<file path="src/rtl/isa_pkg.sv">
// Shared ISA constants for the next-PC logic: datapath width, branch
// condition codes and ALU flag bit positions.
package isa_pkg;

    localparam int AW = 32;

    localparam logic [2:0] COND_NONE = 3'b000;
    localparam logic [2:0] COND_BZ   = 3'b001;
    localparam logic [2:0] COND_BNZ  = 3'b010;
    localparam logic [2:0] COND_BLTZ = 3'b011;
    localparam logic [2:0] COND_BGEZ = 3'b100;
    localparam logic [2:0] COND_BCY  = 3'b101;
    localparam logic [2:0] COND_BNCY = 3'b110;
    localparam logic [2:0] COND_RSVD = 3'b111;

    localparam int FLAG_Z = 0;
    localparam int FLAG_S = 1;
    localparam int FLAG_C = 2;

endpackage

</file>
<file path="src/rtl/branch_cond.sv">
// Branch condition evaluator: maps the 3-bit condition code and the ALU
// flags onto a single "condition satisfied" bit.
module branch_cond
    import isa_pkg::*;
(
    input  logic [2:0] conditional,
    input  logic [2:0] flags,
    output logic       cond_ok
);

    logic w_z;
    logic w_s;
    logic w_c;

    assign w_z = flags[FLAG_Z];
    assign w_s = flags[FLAG_S];
    assign w_c = flags[FLAG_C];

    // Sum-of-products decode rather than a case statement so that an unknown
    // condition code or flag shows up as X on cond_ok instead of being hidden
    // by a default branch. COND_NONE and COND_RSVD have no term and yield 0.
    assign cond_ok = ((conditional == COND_BZ  ) &  w_z)
                   | ((conditional == COND_BNZ ) & ~w_z)
                   | ((conditional == COND_BLTZ) &  w_s)
                   | ((conditional == COND_BGEZ) & ~w_s)
                   | ((conditional == COND_BCY ) &  w_c)
                   | ((conditional == COND_BNCY) & ~w_c);

endmodule

</file>
<file path="src/rtl/jump_unit.sv">
// Next-PC selection: chooses between the sequential PC and a jump/branch
// target, and keeps a registered copy of the result for the fetch stage.
module jump_unit
    import isa_pkg::*;
#(
    parameter int          AW     = isa_pkg::AW,
    parameter int unsigned PC_INC = 1
) (
    input  logic          clk,
    input  logic          rst_n,
    input  logic          en,
    input  logic [AW-1:0] PCin,
    input  logic [AW-1:0] address,
    input  logic [AW-1:0] res,
    input  logic          AdSel,
    input  logic          unconditional,
    input  logic [2:0]    conditional,
    input  logic [2:0]    flags,
    output logic [AW-1:0] next_address,
    output logic          taken,
    output logic [AW-1:0] pc_q
);

    logic          w_cond_ok;
    logic          w_taken;
    logic [AW-1:0] w_target;
    logic [AW-1:0] w_seq_pc;
    logic [AW-1:0] r_pc_q;

    branch_cond u_branch_cond (
        .conditional (conditional),
        .flags       (flags),
        .cond_ok     (w_cond_ok)
    );

    // Ternaries keep X on a select visible in the result instead of
    // silently picking one side.
    assign w_target = AdSel ? res : address;

    // Wraps modulo 2^AW by construction; no carry out is kept.
    assign w_seq_pc = PCin + AW'(PC_INC);

    assign w_taken      = unconditional | w_cond_ok;
    assign taken        = w_taken;
    assign next_address = w_taken ? w_target : w_seq_pc;

    // pc_q register: clears asynchronously, loads next_address when enabled.
    always_ff @(posedge clk or negedge rst_n) begin
        if (!rst_n) begin
            r_pc_q <= '0;
        end else if (en) begin
            r_pc_q <= next_address;
        end
    end

    assign pc_q = r_pc_q;

endmodule

</file>
<file path="config.mk">
export PLATFORM = sky130hd
export DESIGN_NAME = jump_unit
export DESIGN_NICKNAME = d
export VERILOG_FILES = /design/src/rtl/isa_pkg.sv /design/src/rtl/branch_cond.sv /design/src/rtl/jump_unit.sv
export SDC_FILE = /design/constraint.sdc
export NUM_CORES = 1
export LEC_CHECK = 0
export CAP_MARGIN = 10
export CORE_UTILIZATION = 40
export DETAILED_ROUTE_END_ITERATION = 10
export GPL_TIMING_DRIVEN = 0
export PLACE_DENSITY = 0.92
export SLEW_MARGIN = 25
export SYNTH_ARGS = -nofsm -noshare
export SYNTH_HDL_FRONTEND = slang
export SYNTH_SLANG_ARGS = --single-unit
</file>
<file path="constraint.sdc">
create_clock -name clk -period 3.3 [get_ports clk]
set_clock_uncertainty 0.05 [all_clocks]
set_input_delay 0.66 -clock clk [delete_from_list [all_inputs] [get_ports clk]]
set_output_delay 0.66 -clock clk [all_outputs]
set_load 0.05 [all_outputs]
</file>
Word level (Yosys, flattened, before mapping) --
Index checks and enable logic that the tools add are counted.
Word-level totals: RAM bits 0, input port bits 107, word-level logic and storage cells 25, register bits 32, memories 0, bits in read-only memories 0, bits in latches 0
Cells by class: equality and inequality tests 6, bitwise gates (word level) 15, divide/modulo/power cells 0, shift-type cells 0, reduce and logical (&&, ||, !) cells 0, magnitude comparators 0, multipliers 0, add/subtract/negate cells 1, muxes and demuxes 2
Operator list (count):
- two-way mux 32 bit | 2
- adder 32 x 1 -> 32 bit (second input constant) | 1
- == test 3 bit (second input constant) | 3
- AND 1 bit | 6
- == test 3 x 2 -> 1 bit (second input constant) | 2
- OR 1 bit | 6
- == test 3 x 1 -> 1 bit (second input constant) | 1
- inverter 1 bit | 3

Depth between registers and ports, before layout --
Gate-level depths: netlist of the first run.
depth in word-level cells 9, mapped depth 8

Hierarchy --
From an unflattened synthesis of the first run, not the netlist that was laid out.
Unflattened totals: cells, all modules 299, area, all modules 2681.3 um^2
Modules (own cells, without submodules):
- jump_unit | cells an instance 293, seq. area each 800.8 um^2, area each 2618.8 um^2, instances 1
- branch_cond | cells an instance 6, seq. area each 0.0 um^2, area each 62.6 um^2, instances 1

Worst setup path before layout of the first run --
OpenSTA, ideal clock, no wires.
kind input port to output port, start point in PCin[0], end point out next_address[24], data required time 2590 ps, arrival 2886 ps, slack -296 ps, stages 6, cells stage by stage ha_1 nand3_1 nor3_1 nand4_1 xor2_1 o21ai_0
Between the ends: longest elaborated chain between the ends 2
RTL lines:
- start, declared | RTL line jump_unit.sv:12 | input logic [AW-1:0] PCin,
- adder 32 x 1 -> 32 bit | RTL line jump_unit.sv:41 | assign w_seq_pc = PCin + AW'(PC_INC);
- two-way mux 32 bit | RTL line jump_unit.sv:45 | assign next_address = w_taken ? w_target : w_seq_pc;
- end, declared | RTL line jump_unit.sv:19 | output logic [AW-1:0] next_address,
Every way passes these cells.

Worst setup path after layout of the first run --
start point in flags[1], end point out next_address[5]
Between the ends: longest elaborated chain between the ends 7, elaborated cells on any way between the ends 9, those cells by class mux: 1; bitwise: 8
RTL lines:
- start, declared | RTL line jump_unit.sv:18 | input logic [2:0] flags,
- AND 1 bit / inverter 1 bit (equally long branches) | RTL line branch_cond.sv:24, branch_cond.sv:25
- OR 1 bit / AND 1 bit (equally long branches) | RTL line branch_cond.sv:24, branch_cond.sv:25
- OR 1 bit (*) | RTL line branch_cond.sv:25 | | ((conditional == COND_BGEZ) & ~w_s)
- OR 1 bit (*) | RTL line branch_cond.sv:26 | | ((conditional == COND_BCY ) & w_c)
- OR 1 bit (*) | RTL line branch_cond.sv:27 | | ((conditional == COND_BNCY) & ~w_c);
- OR 1 bit (*) | RTL line jump_unit.sv:43 | assign w_taken = unconditional | w_cond_ok;
- two-way mux 32 bit (*) | RTL line jump_unit.sv:45
Every way passes the cells marked *; elsewhere a longest branch is shown, timed or not.

==> results.md, run 1 <==
- Status: complete, no violations
- Netlist cell types: 40
- Post-layout min period: 3.29 ns
- GP Congestion: 0.855
- Via Count: 3,599
- Dpl ws: -1.09 ns
- Slew Viols, Final: 0
- Slowest Stage Delay on Critical Path: 0.54 ns
- DP HPWL: 8830 µm
- Placed insts: 606
- Die Wd: 86.6 µm
- TritonCTS clock tree: done
- Detailed Route WL: 11,700 µm
- Data arrival, critical path: 2.58 ns
- Worst Tran Pin Value: 0.823 ns
- CP cell instances: clkdlybuf4s50_1 -> nor2b_4 -> o21bai_1 -> a31oi_1 -> inv_2 -> buf_4 -> mux2i_1 -> clkdlybuf4s18_2
- Final ANT Viol Nets: 0
- First-pass GRT wire length: 17,400 µm
- Worst setup margin: 0.00683 ns
- Vias per inst: 5.78
- Clk buf depth: 2
- Cell Pwr Density: 379 nW/µm²
- TritonRoute pass-1 iters: 5
- Setup-failing EPs final: 0
- Avg Inst Size Synth: 8.42 µm²
- Initial antenna violation count: 0
- Yosys warning count: 0
- Nets: 635
- Count leader, synth: nand2_1
- GRT Resource Usage Total: 0.301
- # DRC: 0
- Site row count: 30
- Layout cells sized above 1: 0.230
- Critical Path RT: 2.59 ns
- Syn nets: 448
- Hold/Removal Path Class: in2async
- CORE AREA: 6870 µm²
- Initial DRC Count: 166
- Leak Pwr: 0.00208 µW
- Crit start category: primary input
- Num ports: 172
- Yosys top cell area share: 0.280
- Slew headroom: 0.452
- Root buffer cell: clkbuf_8
- Post-synth ARST share: 1.00
- H-tree depth: 2
- EDFF count, synth: 0
- Post-synth top flop: dfrtp_1
- Cts bufs inserted: 5
- Syn Inst Count: 340
- Largest fanout on the critical path: 6
- Largest net degree at the start of global routing: 18
- Vias in the first global route: 3,611
- Die Height: 86.6 µm
- CP endpoint kind: primary output
- Die Area: 7500 µm²
- Post-synth top cells: 43 x nand2_1, 32 x dfrtp_1, 29 x nand3_1, 28 x mux2_2
- Port buffer count: 169
- Setup repair after global routing missed its margin: yes
- Max FFs per register: 32
- Max Cap Viol: 0
- Syn Std Cell Area: 2860 µm²
- Clock slew at reported path FFs: 0.07 ns
- CP max stage cell: clkdlybuf4s50_1
- ANT cells: 0
- Final std cells w/o fill: 623
- Count of buffer and inverter cells on the critical path: 4
- Hold Violations, Final: 0
- Grt ovf: 0
- Layout area overhead: 73.1%
- Count of clock tree sinks: 32
- Synth area leaders: dfrtp_1 28%, mux2_2 11%, mux2i_1 8.0%
- Max frequency: 0.304 GHz
- Peak VDD IR: 0.000170 V
- Worst-Skew Late Latency: 0.28 ns
- Critical path's top delay family: buffers and inverters
- #FFs+latches synth: 32
- Synth area leader: dfrtp_1
- Starting density of the core: 0.417
- Final Cycle Share: 0.998
- Post-synthesis sequential area ratio: 0.280
- Wire per inst: 18.7 µm
- Worst Setup Path Type: in2out
-- per-stage QoR --
| step | hold WS, ns | instance area, µm² | total power, µW | TNS, ns | util |
|---|---|---|---|---|---|
| floorplan | 0.314 | 2870 | 1100 | 0 | - |
| global placement | 0.422 | 4680 | 1510 | -22.11 | 0.681 |
| detailed placement | 0.436 | 4700 | 1530 | -24.00 | 0.684 |
| CTS | 0.277 | 4860 | 1860 | -0.105 | 0.708 |
| global route | 0.294 | 4950 | 1940 | -0.229 | 0.721 |
| finish | 0.267 | 4950 | 1880 | 0 | 0.721 |
-- final timing paths --
check                                             to  cells after the start                 start  slack, ns
worst max-delay path                 next_address[5]                      8              flags[1]      0.007
worst min-delay path            pc_q[18]$_DFFE_PN0P_                      1                 rst_n       0.27
worst max register to register  pc_q[11]$_DFFE_PN0P_                      2  pc_q[11]$_DFFE_PN0P_       2.39
worst min register to register  pc_q[31]$_DFFE_PN0P_                      2  pc_q[31]$_DFFE_PN0P_       0.45
max in group asynchronous        pc_q[6]$_DFFE_PN0P_                      2                 rst_n       2.49
min in group clk                pc_q[31]$_DFFE_PN0P_                      2  pc_q[31]$_DFFE_PN0P_       0.45
-- where the power goes --
group	internal, µW	switching [µW]	total [µW]
clock	186	149	334
sequential	451	33.1	484
combinational	397	662	1060
-- layer usage --
layer  vias up  track usage  wire (µm)
met3        40       0.0486        831
met4         0        0.145        376
met5         -            0          0
met2       217        0.556       6070
met1      1726        0.335       4390
li1       1616            -          -
-- cell usage in the layout (no fill, tap or decap), types with 2 or more instances in the layout --
master,instances
a21oi_1,6
a22oi_1,6
a2bb2oi_1,2
a31oi_1,3
and3_1,6
buf_1,5
buf_2,14
buf_4,26
buf_6,9
clkbuf_1,5
clkbuf_4,4
clkbuf_8,7
clkdlybuf4s50_1,117
dfrtp_1,32
dlygate4sd2_1,10
dlymetal6s2s_1,6
inv_1,3
inv_2,2
mux2_2,28
mux2i_1,23
nand2_1,42
nand3_1,28
nand3_4,3
nand4_1,11
nor2_1,19
nor2b_4,3
nor3_1,6
nor3_2,3
nor4_1,2
nor4_2,3
nor4_4,3
o211ai_1,15
o21ai_0,13
o21ai_1,9
o31ai_1,2
or3_1,2
xnor2_1,11
xor2_1,18
-- cell families (layout without fill, tap and decap cells) --
group                    Yosys count  in the layout  share of synthesized area
flip-flops                        32             32                      0.280
AND/OR/NAND/NOR                  141            141                      0.262
XOR/XNOR                          29             29                     0.0888
multiplexers                      51             51                      0.191
AO/OA/AOI/OAI                     60             60                      0.134
adder cells (fa/ha/maj)            1              1                    0.00437
buffers and inverters             26            213                     0.0402
-- area by class of cell --
cell class / instances / area [µm²]
multi-input combinational: 282 / 2080
tap: 96 / 120
inverter: 5 / 18.8
sequential: 32 / 801
timing repair buffer: 180 / 1710
clock buffer: 7 / 96.3
fill: 538 / 1920
buffer: 21 / 124
-- timing repair --
item / CTS / global route
resized for setup: 220 / 38
endpoints found under the setup margin: 33 / 33
hold buffers: 0 / 0
endpoints found under the hold margin: 0 / 0
buffers inserted: 5 / 5
pin swaps: 5 / 5
No activity file was read; power rests on OpenSTA's default activity.
==> inputs of run 2 (changes only) <==
- SETUP_SLACK_MARGIN: unset -> 0.02
==> run 2 against run 1 <==
Compared with the run above: clock power rose by 15%; critical path type unchanged; cell area rose by 2.8%; critical path depth did not move; routed wire length rose by 6.0%; power rose by 3.6%; count of clock-buffer cells in the layout fell by 1; global-route usage rose by 1.1 points; highest routed layer unchanged; combinational power barely moved; flip-flop and latch count did not move.
==> results.md, run 2 (synthesis gave the netlist of run 1 again) <==
- Status: complete, no violations (unchanged)
- Num ports: 172 (unchanged)
- Met1 GRT Util: 0.356 (was 0.335)
- Site row count: 30 (unchanged)
- Worst Setup Path Type: in2out (unchanged)
- Detailed Route WL: 12,400 µm (was 11,700 µm)
- TritonRoute pass-1 iters: 7 (was 5)
- Layout area overhead: 78.0% (was 73.1%)
- Vias per inst: 5.87 (was 5.78)
- Wire per inst: 19.7 µm (was 18.7 µm)
- Commonest non-fill, non-tap cell in the layout: clkdlybuf4s50_1 (unchanged)
- # DRC: 0 (unchanged)
- Root buffer cell: clkbuf_8 (unchanged)
- Hold Violations, Final: 0 (unchanged)
- Final ANT Viol Nets: 0 (unchanged)
- Multi-input logic area: 2130 µm² (was 2080 µm²)
- Tot Pwr: 1940 µW (was 1880 µW)
- Clk buf depth: 2 (unchanged)
- Most frequent cells in the layout: 113 x clkdlybuf4s50_1, 42 x nand2_1, 32 x dfrtp_1, 28 x mux2_2 (was 117 x clkdlybuf4s50_1, 42 x nand2_1, 32 x dfrtp_1, 28 x nand3_1, 28 x mux2_2)
- Final core utilization: 0.741 (was 0.721)
- CP endpoint kind: primary output (unchanged)
- Critical path's top delay family: buffers and inverters (unchanged)
- Nets: 638 (was 635)
- Crit start category: primary input (unchanged)
- Count of clock tree sinks: 32 (unchanged)
- Data arrival, critical path: 2.53 ns (was 2.58 ns)
- Gate power share: 0.554 (was 0.564)
- Worst Tran Pin Value: 0.822 ns (was 0.823 ns)
- CORE AREA: 6870 µm² (unchanged)
- Initial antenna violation count: 1 (was 0)
- Port buffer count: 169 (unchanged)
- CP max stage cell: clkdlybuf4s50_1 (unchanged)
- FILL cells: 508 (was 538)
- GP Congestion: 0.823 (was 0.855)
- Count of buffer and inverter cells on the critical path: 4 (unchanged)
- Sequential power share: 0.249 (was 0.258)
- Post-layout min period: 3.24 ns (was 3.29 ns)
- Via Count: 3,687 (was 3,599)
- Switching power: 864 µW (was 844 µW)
- Final std cells w/o fill: 628 (was 623)
- Initial DRC Count: 357 (was 166)
- Die Area: 7500 µm² (unchanged)
- Layout cells sized above 1: 0.249 (was 0.230)
- Met2 Usage GRT: 0.566 (was 0.556)
- Slowest Stage Delay on Critical Path: 0.45 ns (was 0.54 ns)
- Slew headroom: 0.452 (about the same)
- Worst-Skew Late Latency: 0.29 ns (was 0.28 ns)
- Max frequency: 0.308 GHz (was 0.304 GHz)
- H-tree depth: 2 (unchanged)
- Cts bufs inserted: 5 (unchanged)
- Largest net degree at the start of global routing: 23 (was 18)
- Die Wd: 86.6 µm (unchanged)
- Register Area: 801 µm² (unchanged)
- Setup TNS: 0 ns (unchanged)
- Placed insts: 606 (unchanged)
- Starting density of the core: 0.417 (unchanged)
- GRT Resource Usage Total: 0.312 (was 0.301)
- Grt met3 use: 0.0562 (was 0.0486)
- Most used routing layer: met2 (unchanged)
- Max FFs per register: 32 (unchanged)
- Cell Pwr Density: 382 nW/µm² (was 379 nW/µm²)
- Die Height: 86.6 µm (unchanged)
- CP cell instances: clkdlybuf4s50_1 -> nor2b_4 -> o21bai_1 -> a31oi_2 -> buf_6 -> buf_12 -> o21ai_0 -> buf_2 (was clkdlybuf4s50_1 -> nor2b_4 -> o21bai_1 -> a31oi_1 -> inv_2 -> buf_4 -> mux2i_1 -> clkdlybuf4s18_2)
- TritonCTS clock tree: done (unchanged)
- Hold/Removal Path Class: in2async (unchanged)
- Setup-failing EPs final: 0 (unchanged)
- Grt ovf: 0 (unchanged)
- Net Sw Frac: 0.444 (was 0.449)
- Peak VDD IR: 0.000227 V (was 0.000170 V)
- Final Cycle Share: 0.983 (was 0.998)
- DP HPWL: 8750 µm (was 8830 µm)
- Vias in the first global route: 3,714 (was 3,611)
- Max Cap Viol: 0 (unchanged)
- Leak Pwr: 0.00217 µW (was 0.00208 µW)
- Slew Viols, Final: 0 (unchanged)
- First-pass GRT wire length: 18,000 µm (was 17,400 µm)
- Clk pwr share: 0.197 (was 0.178)
- Clock slew at reported path FFs: 0.07 ns (about the same)
- Critical Path RT: 2.59 ns (about the same)
- Largest fanout on the critical path: 10 (was 6)
- P_int: 1080 µW (was 1030 µW)
==> run 2: metrics by stage <==
stage	setup WS (ns)	cell area, µm²	hold WS (ns)
6_report	0.0553	5090	0.207
5_1_grt	-0.0239	5090	0.210
4_1_cts	-0.0177	4920	0.213
3_5_place_dp	-1.03	4700	0.427
3_3_place_gp	-1.03	4680	0.425
2_1_floorplan	0.00299	2870	0.314
==> run 2: worst paths after layout <==
| kind | start | end | slack [ns] | cells after the start |
|---|---|---|---|---|
| worst max-delay path | flags[1] | next_address[9] | 0.06 | 8 |
| worst min-delay path | rst_n | pc_q[22]$_DFFE_PN0P_ | 0.21 | 1 |
| worst max register to register | pc_q[9]$_DFFE_PN0P_ | pc_q[9]$_DFFE_PN0P_ | 2.40 | 2 |
| worst min register to register | pc_q[31]$_DFFE_PN0P_ | pc_q[31]$_DFFE_PN0P_ | 0.44 | 2 |
| max in group asynchronous | rst_n | pc_q[3]$_DFFE_PN0P_ | 2.56 | 2 |
| min in group clk | pc_q[31]$_DFFE_PN0P_ | pc_q[31]$_DFFE_PN0P_ | 0.44 | 2 |
==> run 2: what timing repair did <==
item | in CTS | in global routing
hold buffers | 0 | 0
buffers inserted | 7 | 5
gates resized for setup | 214 | 46
pin swaps | 6 | 5
endpoints found under the setup margin | 33 | 33
endpoints found under the hold margin | 0 | 0
cloned | 0 | 1
==> run 2: power groups by stage <==
stage / logic, µW / registers, µW / clock network (µW)
2_1_floorplan: 400 / 696 / 0
3_3_place_gp: 1020 / 487 / 0
3_5_place_dp: 1040 / 490 / 0
4_1_cts: 1050 / 483 / 386
5_1_grt: 1120 / 490 / 405
6_report: 1080 / 483 / 383
==> run 2: layout make-up <==
class	instances	area share
diodes	1	0.000491
plain buffers	21	0.0290
clock buffers	6	0.0143
clock inverters	2	0.00688
inverters	5	0.00418
multi-input cells	283	0.418
flip-flops and latches	32	0.157
well taps	96	0.0236
repair buffers	182	0.346
==> run 2: routing by layer <==
metal	vias to the layer above	wire, µm
met5	-	0
met1	1749	4490
met3	49	1020
met4	0	474
met2	249	6380
li1	1640	-
